===== config.mk =====
export PLATFORM = sky130hd
export DESIGN_NAME = fft_out_stream_flat
export DESIGN_NICKNAME = d
export VERILOG_FILES = /design/src/rtl/fft_out_stream_if.sv /design/src/rtl/fft_out_stream.sv /design/src/flat_wrapper.sv
export SDC_FILE = /design/constraint.sdc
export NUM_CORES = 1
export LEC_CHECK = 0
export CAP_MARGIN = 0
export CORE_ASPECT_RATIO = 0.7
export CORE_MARGIN = 10
export CORE_UTILIZATION = 49
export DETAILED_ROUTE_END_ITERATION = 10
export GPL_TIMING_DRIVEN = 0
export PLACE_DENSITY = 0.82
export SLEW_MARGIN = 20
export SYNTH_ARGS = -nofsm -noshare
export SYNTH_HDL_FRONTEND = slang
export SYNTH_SLANG_ARGS = --single-unit

===== constraint.sdc =====
create_clock -name clk -period 3.22 [get_ports clk]
set_input_delay 0.966 -clock clk [delete_from_list [all_inputs] [get_ports clk]]
set_output_delay 0.966 -clock clk [all_outputs]
set_load 0.02 [all_outputs]

===== src/rtl/fft_out_stream_if.sv =====
// Output beat stream of the FFT unloader: one complex bin per handshake,
// tagged with its natural-order index and an end-of-frame marker.
interface fft_out_stream_if #(
    parameter int LOG2N = 6,
    parameter int DW    = 16
);
    logic                    valid;
    logic                    ready;
    logic signed [DW-1:0]    re;
    logic signed [DW-1:0]    im;
    logic        [LOG2N-1:0] index;
    logic                    last;

    modport master (output valid, re, im, index, last, input ready);
    modport slave  (input valid, re, im, index, last, output ready);
endinterface


===== src/rtl/fft_out_stream.sv =====
// FFT result unloader: reads the result RAM (optionally bit-reversed), scales each
// bin by a per-frame arithmetic shift and streams bins in natural order.
module fft_out_stream #(
    parameter int N      = 64,
    parameter int LOG2N  = 6,
    parameter int DW     = 16,
    parameter int BITREV = 1
) (
    input  logic                    clk,
    input  logic                    rst,
    input  logic                    done_i,
    input  logic [3:0]              scale_i,
    output logic                    busy_o,
    output logic                    rd_en_o,
    output logic [LOG2N-1:0]        rd_addr_o,
    input  logic signed [DW-1:0]    rd_re_i,
    input  logic signed [DW-1:0]    rd_im_i,
    output logic                    frame_done_o,
    output logic                    overrun_o,
    fft_out_stream_if.master        stream
);
    typedef enum logic [1:0] {IDLE, READ, DRAIN} state_t;

    typedef struct packed {
        logic signed [DW-1:0] re;
        logic signed [DW-1:0] im;
    } bin_t;

    state_t           state;
    logic [LOG2N-1:0] rd_cnt;
    logic [LOG2N-1:0] index;
    logic [3:0]       scale;
    logic             inflight;
    bin_t             fifo [2];
    logic             wr_ptr;
    logic             rd_ptr;
    logic [1:0]       count;
    logic             pop;
    logic             push;
    logic [2:0]       credit;

    function automatic logic [LOG2N-1:0] bitrev(input logic [LOG2N-1:0] a);
        logic [LOG2N-1:0] r;
        for (int i = 0; i < LOG2N; i++) r[i] = a[LOG2N-1-i];
        return r;
    endfunction

    assign pop    = stream.valid & stream.ready;
    assign push   = inflight;
    // Slots already claimed (stored + in flight); a beat leaving this cycle frees one.
    assign credit = {1'b0, count} + {2'b0, inflight};

    assign rd_en_o   = (state == READ) && (credit < 3'd2 + {2'b0, pop});
    assign rd_addr_o = (BITREV != 0) ? bitrev(rd_cnt) : rd_cnt;

    assign stream.valid = (count != 2'd0);
    assign stream.re    = fifo[rd_ptr].re;
    assign stream.im    = fifo[rd_ptr].im;
    assign stream.index = index;
    assign stream.last  = stream.valid && (index == LOG2N'(N-1));

    always_ff @(posedge clk or posedge rst) begin
        if (rst) begin
            state        <= IDLE;
            busy_o       <= 1'b0;
            frame_done_o <= 1'b0;
            overrun_o    <= 1'b0;
            scale        <= '0;
            rd_cnt       <= '0;
            index        <= '0;
        end else begin
            frame_done_o <= 1'b0;
            if (done_i && busy_o) overrun_o <= 1'b1;
            if (rd_en_o) rd_cnt <= rd_cnt + 1'b1;
            if (pop)     index  <= index + 1'b1;
            case (state)
                IDLE: if (done_i) begin
                    scale  <= scale_i;
                    rd_cnt <= '0;
                    index  <= '0;
                    busy_o <= 1'b1;
                    state  <= READ;
                end
                READ: if (rd_en_o && rd_cnt == LOG2N'(N-1)) state <= DRAIN;
                DRAIN: if (pop && stream.last) begin
                    state        <= IDLE;
                    busy_o       <= 1'b0;
                    frame_done_o <= 1'b1;
                end
                default: state <= IDLE;
            endcase
        end
    end

    // Read data lands one cycle after the strobe and is scaled on the way in.
    always_ff @(posedge clk or posedge rst) begin
        if (rst) begin
            fifo[0]  <= '0;
            fifo[1]  <= '0;
            wr_ptr   <= 1'b0;
            rd_ptr   <= 1'b0;
            count    <= '0;
            inflight <= 1'b0;
        end else begin
            inflight <= rd_en_o;
            if (push) begin
                fifo[wr_ptr] <= '{re: rd_re_i >>> scale, im: rd_im_i >>> scale};
                wr_ptr       <= ~wr_ptr;
            end
            if (pop) rd_ptr <= ~rd_ptr;
            count <= count + {1'b0, push} - {1'b0, pop};
        end
    end
endmodule

===== src/flat_wrapper.sv =====
// flat-port wrapper written by rule: the top's interface ports become plain ports
module fft_out_stream_flat 
#(
    parameter int N      = 64,
    parameter int LOG2N  = 6,
    parameter int DW     = 16,
    parameter int BITREV = 1
)
  (clk, rst, done_i, scale_i, busy_o, rd_en_o, rd_addr_o, rd_re_i, rd_im_i, frame_done_o, overrun_o, stream_valid, stream_re, stream_im, stream_index, stream_last, stream_ready);
  fft_out_stream_if #(.LOG2N(LOG2N), .DW(DW)) stream_i ();
  input  logic clk;
  input  logic rst;
  input  logic done_i;
  input  logic [3:0] scale_i;
  output logic busy_o;
  output logic rd_en_o;
  output logic [LOG2N-1:0] rd_addr_o;
  input  logic signed [DW-1:0] rd_re_i;
  input  logic signed [DW-1:0] rd_im_i;
  output logic frame_done_o;
  output logic overrun_o;
  output wire logic [$bits(stream_i.valid)-1:0] stream_valid;
  output wire logic [$bits(stream_i.re)-1:0] stream_re;
  output wire logic [$bits(stream_i.im)-1:0] stream_im;
  output wire logic [$bits(stream_i.index)-1:0] stream_index;
  output wire logic [$bits(stream_i.last)-1:0] stream_last;
  input wire logic [$bits(stream_i.ready)-1:0] stream_ready;
  assign stream_valid = stream_i.valid;
  assign stream_re = stream_i.re;
  assign stream_im = stream_i.im;
  assign stream_index = stream_i.index;
  assign stream_last = stream_i.last;
  assign stream_i.ready = stream_ready;
  fft_out_stream #(.N(N), .LOG2N(LOG2N), .DW(DW), .BITREV(BITREV)) u_core (.clk(clk), .rst(rst), .done_i(done_i), .scale_i(scale_i), .busy_o(busy_o), .rd_en_o(rd_en_o), .rd_addr_o(rd_addr_o), .rd_re_i(rd_re_i), .rd_im_i(rd_im_i), .frame_done_o(frame_done_o), .overrun_o(overrun_o), .stream(stream_i));
endmodule

# After elaboration in Yosys (flattened, before gate mapping)
# Cells that the tools add are included.
# totals
in_bits	40
regBits	90
output_inout_bits	50
# classes
n_addsub	6
n_reduce_logical	12
eq_ne	7
muxes	21
magnitude_cmp	4
shift	2
bitwise	5
# op_table
operator	count
32-bit 2-to-1 mux	4
64-bit bitwise mux	1
6-bit 2-to-1 mux	6
32-bit demux with 1-bit select	1
16-bit by 4-bit >>> shifter with 16-bit output	2
6-bit by 1-bit adder with 6-bit output, second input constant	2
6-bit == test, second input constant	2
1-bit logical AND	6
2-bit 2-to-1 mux	3
2-bit one-hot mux with 3 select lines	1
3-bit AND reduction	2
2-bit >= comparator, second input constant	2
1-bit 2-to-1 mux	4
2-bit inequality test, second input constant	2
1-bit NOT with 2-bit output	2
2-bit nonzero test	2
2-bit by 1-bit adder with 3-bit output	1
2-bit by 1-bit adder with 3-bit output, first input constant	1
3-bit < comparator	1
2-bit by 1-bit adder with 2-bit output	1
2-bit by 1-bit == test with 1-bit output, second input constant	1
2-bit == test, second input constant	1
2-bit zero test	1
2-bit by 1-bit < comparator with 1-bit output, second input constant	1
6 further kinds	7

# Longest topological paths before layout
# depth
ltp_word	8
mapped_depth	8
ltp_nobuf	7

# Worst setup path after synthesis
# Ideal clock, no wire load.
# synth_timing
path_type	input to output
start	input port stream_ready
end	output port rd_en_o
required_ns	2.254
arrival_time_ns	1.709
setup_slack_ns	0.545
cell_stages	3
cell_sequence	o21ai_1 > o21a_1 > nor2_1
# synth_via
elab_chain_len	4
# synth_rtl
element	line	rtl
start, declared	flat_wrapper.sv:27	input wire logic [$bits(stream_i.ready)-1:0] stream_ready;
1-bit AND	fft_out_stream.sv:48	assign pop = stream.valid & stream.ready;
2-bit by 1-bit adder with 3-bit output	fft_out_stream.sv:53	assign rd_en_o = (state == READ) && (credit < 3'd2 + {2'b0, pop});
3-bit < comparator	fft_out_stream.sv:53	
1-bit logical AND	fft_out_stream.sv:53	
end, declared	flat_wrapper.sv:16	output logic rd_en_o;
# No other way between the ends.

# Final worst setup path
# Same ends and word-level chain as after synthesis.

==> reports/summary.txt <==
CTS buffer count = 9
Max H-tree Level = 3
Vias in the first global route = 4964
Routed Antenna Nets = 0
CTS Hold Bufs = 0
Post-route minimum period = 3.15 ns
LEAKAGE = 2.87 nW
Net Sw Power = 2.14 mW
DRC violations left = 0
Dpl hpwl = 13000 um
Max VDD drop = 326 uV
Critical Path RT = 2.25 ns
Crit path cell chain = clkdlybuf4s50_1 -> o21ai_2 -> o21a_4 -> nor2_1 -> buf_2
IO Pins = 90
Max_cap viols = 0
First-pass GRT wire length = 27800 um
DRT Wirelength = 17100 um
Logic pwr share = 0.514
Status = completed
Clk pwr share = 0.224
Seq pwr share = 0.262
Vias = 4922
Routed WL per cell = 20.9 um
Highest clock rate = 317 MHz
Initial Utilization = 0.502
CP max-delay cell = clkdlybuf4s50_1
Synth Warn # = 0
RSZ-0062 raised after global routing = false
Placed Area = 0.00666 mm2
Overall routing resource usage = 0.216
Antenna Cells = 0
Critical path class = primary input to primary output
Fillers = 873
Clk slew on worst S/H paths = 0.07 ns
Synth Flop Type = dfrtp_1
Fin Clk Skew = 0.00611 ns
Post-CTS setup buffer count = 0
Vias/cell = 6.02
CP peak stage delay = 0.48 ns
Asr flop ratio synth = 1.00
Worst EP arrival = 2.18 ns
Iter 0 DRT Violations = 476
FF+latch count, synth = 90
TritonCTS clock tree = yes
Largest net degree at the start of global routing = 36
EDFF count, synth = 0
First-pass DRT Iterations = 5
Post-synth cell types = 65
Die H = 109 um
Row count = 32
Routability cong. = 1.03
Worst min path class = flop to flop
Buffers added on ports = 89
Final instance area = 0.00700 mm2
CP endpoint kind = primary output
Maximum root-to-sink buffer count = 2
Post-synthesis sequential area ratio = 0.407
PwrDens = 762 mW/mm2
Finish-stage setup viols = 0
Root Driver = clkbuf_16
Horiz. Die Dim = 147 um
GRT overflow = 0
Initial antenna violation count = 0
Sinks on Clock Net = 90
Total power = 5.34 mW
Clock Latency Late Sink = 0.36 ns
Internal Power = 3.20 mW
Post-synthesis net count = 604
Setup crit start kind = primary input
Max-slew violations = 0
Die area = 0.0160 mm2
Core Util, Final = 0.636
Core footprint = 0.0110 mm2
Fin. Hold Viols = 0
NumNets Final = 705
Sw Share = 0.401
Mapped Area = 0.00553 mm2
Cell count after synthesis = 558
Slew HR = 0.546
Slew @ Worst Pin = 0.680 ns
Tcrit/Tclk final = 0.978
CP Max Fanout = 9
Share of layout cells above drive strength 1 = 0.173
Post-synthesis average cell area = 9.91 um2
Area grow syn2layout = 26.6%
-- power groups by stage --
stage | logic [mW] | clock network (mW) | registers (mW)
floorplan | 1.70 | 0 | 1.45
global placement | 2.64 | 0 | 1.39
detailed placement | 2.69 | 0 | 1.40
CTS | 2.72 | 1.19 | 1.38
global route | 2.91 | 1.23 | 1.42
finish | 2.74 | 1.19 | 1.40
-- synth_stat cells, drive strengths merged, types with 3 or more instances --
cell    instances  area (um2)
a211oi          4        30.0
buf            18         130
o22ai           4        25.0
o21ai          54         270
o211ai          4        30.0
or3             5        31.3
a21o            4        30.0
nor2b           5        31.3
clkbuf         24        90.1
mux2i          27         283
mux2           49         556
ha              6        75.1
o21a            3        22.5
nand4           6        37.5
dfrtp          90        2250
inv             8        30.0
nand3          13        65.1
and2            7        43.8
mux4           16         368
o31ai           5        37.5
or2             3        18.8
xor2            4        35.0
nor3            9        50.1
xnor2           4        35.0
a211o           4        35.0
nand2b          8        50.1
nand2          91         342
a21oi          15        75.1
a31oi           5        31.3
a22o            5        43.8
nor2           26        97.6
-- layout make-up --
cell class / instances / area (um2) / area share
Buffer: 41 / 228 / 0.0325
Clock buffer: 9 / 225 / 0.0322
Clock inverter: 7 / 108 / 0.0154
Inverter: 9 / 37.5 / 0.00536
Multi-Input combinational cell: 417 / 3040 / 0.434
Sequential cell: 90 / 2250 / 0.322
Tap cell: 153 / 191 / 0.0273
Timing Repair Buffer: 91 / 926 / 0.132
-- kinds of logic (layout without fill, tap and decap cells) --
logic type | Yosys count | count (layout) | share of synthesized area
compound gates | 129 | 129 | 0.150
fa+ha+maj | 6 | 6 | 0.0136
xor+xnor | 8 | 8 | 0.0127
buf+inv | 51 | 157 | 0.0459
flops | 90 | 90 | 0.407
mux | 92 | 92 | 0.218
simple gates | 182 | 182 | 0.153
-- layer usage --
| layer | global-route usage | part of all wire |
|---|---|---|
| met1 | 0.305 | 0.46 |
| met2 | 0.330 | 0.45 |
| met3 | 0.0509 | 0.086 |
| met4 | 0.0543 | 0.012 |
| met5 | 0 | 0 |
-- worst paths after layout --
kind                                  startpoint          endpoint  slack [ns]  depth (start not counted)
worst max-delay path                stream_ready           rd_en_o        0.07                          5
worst min-delay path            u_core.overrun_o  u_core.overrun_o        0.46                          1
worst max register to register   u_core.scale[3]   u_core.fifo[60]        1.10                          6
worst min register to register  u_core.overrun_o  u_core.overrun_o        0.46                          1
max in group asynchronous                    rst  u_core.rd_cnt[1]        1.57                          3
min in group asynchronous                    rst   u_core.fifo[56]        1.06                          2
-- cell usage in the layout (no fill, tap or decap), types with 9 or more instances in the layout --
cell,netlist,final
nand2_1,91,91
dfrtp_1,90,90
clkdlybuf4s50_1,0,88
o21ai_0,51,51
mux2_2,48,48
mux2i_1,26,26
nor2_1,26,26
clkbuf_1,24,20
a21oi_1,15,15
mux4_2,14,14
nand3_1,13,13
clkbuf_16,0,9
-- worst max-delay path: cells and delay by family --
kind / cells / cell delay [ns]
simple gates: 1 / 0.15
buf+inv: 2 / 0.67
compound gates: 2 / 0.39
-- sequential cells by signal (all words and copies together), names as in the netlist --
signal and flops:
u_core.scale 4, u_core.count 2, u_core.rd_ptr 1, u_core.overrun_o 1
u_core.fifo 64, u_core.busy_o 1, u_core.stream.index 6, u_core.frame_done_o 1
u_core.wr_ptr 1, u_core.inflight 1, u_core.rd_cnt 6, u_core.state 2
-- per-stage QoR --
step	std cells	setup slack [ns]	TNS, ns	hold slack [ns]
after global placement	800	-0.477	-0.477	0.437
after floorplan	558	0.545	0	0.441
after CTS	818	0.0147	0	0.462
after detailed placement	802	-0.531	-0.531	0.447
after global routing	817	0.0262	0	0.495
final	817	0.0698	0	0.458
-- what timing repair did --
action | 4_1_cts | 5_1_grt
resized for setup | 12 | 1
pin swaps | 0 | 0
setup endpoints to repair | 30 | 30
(Power assumes the default switching activity.)
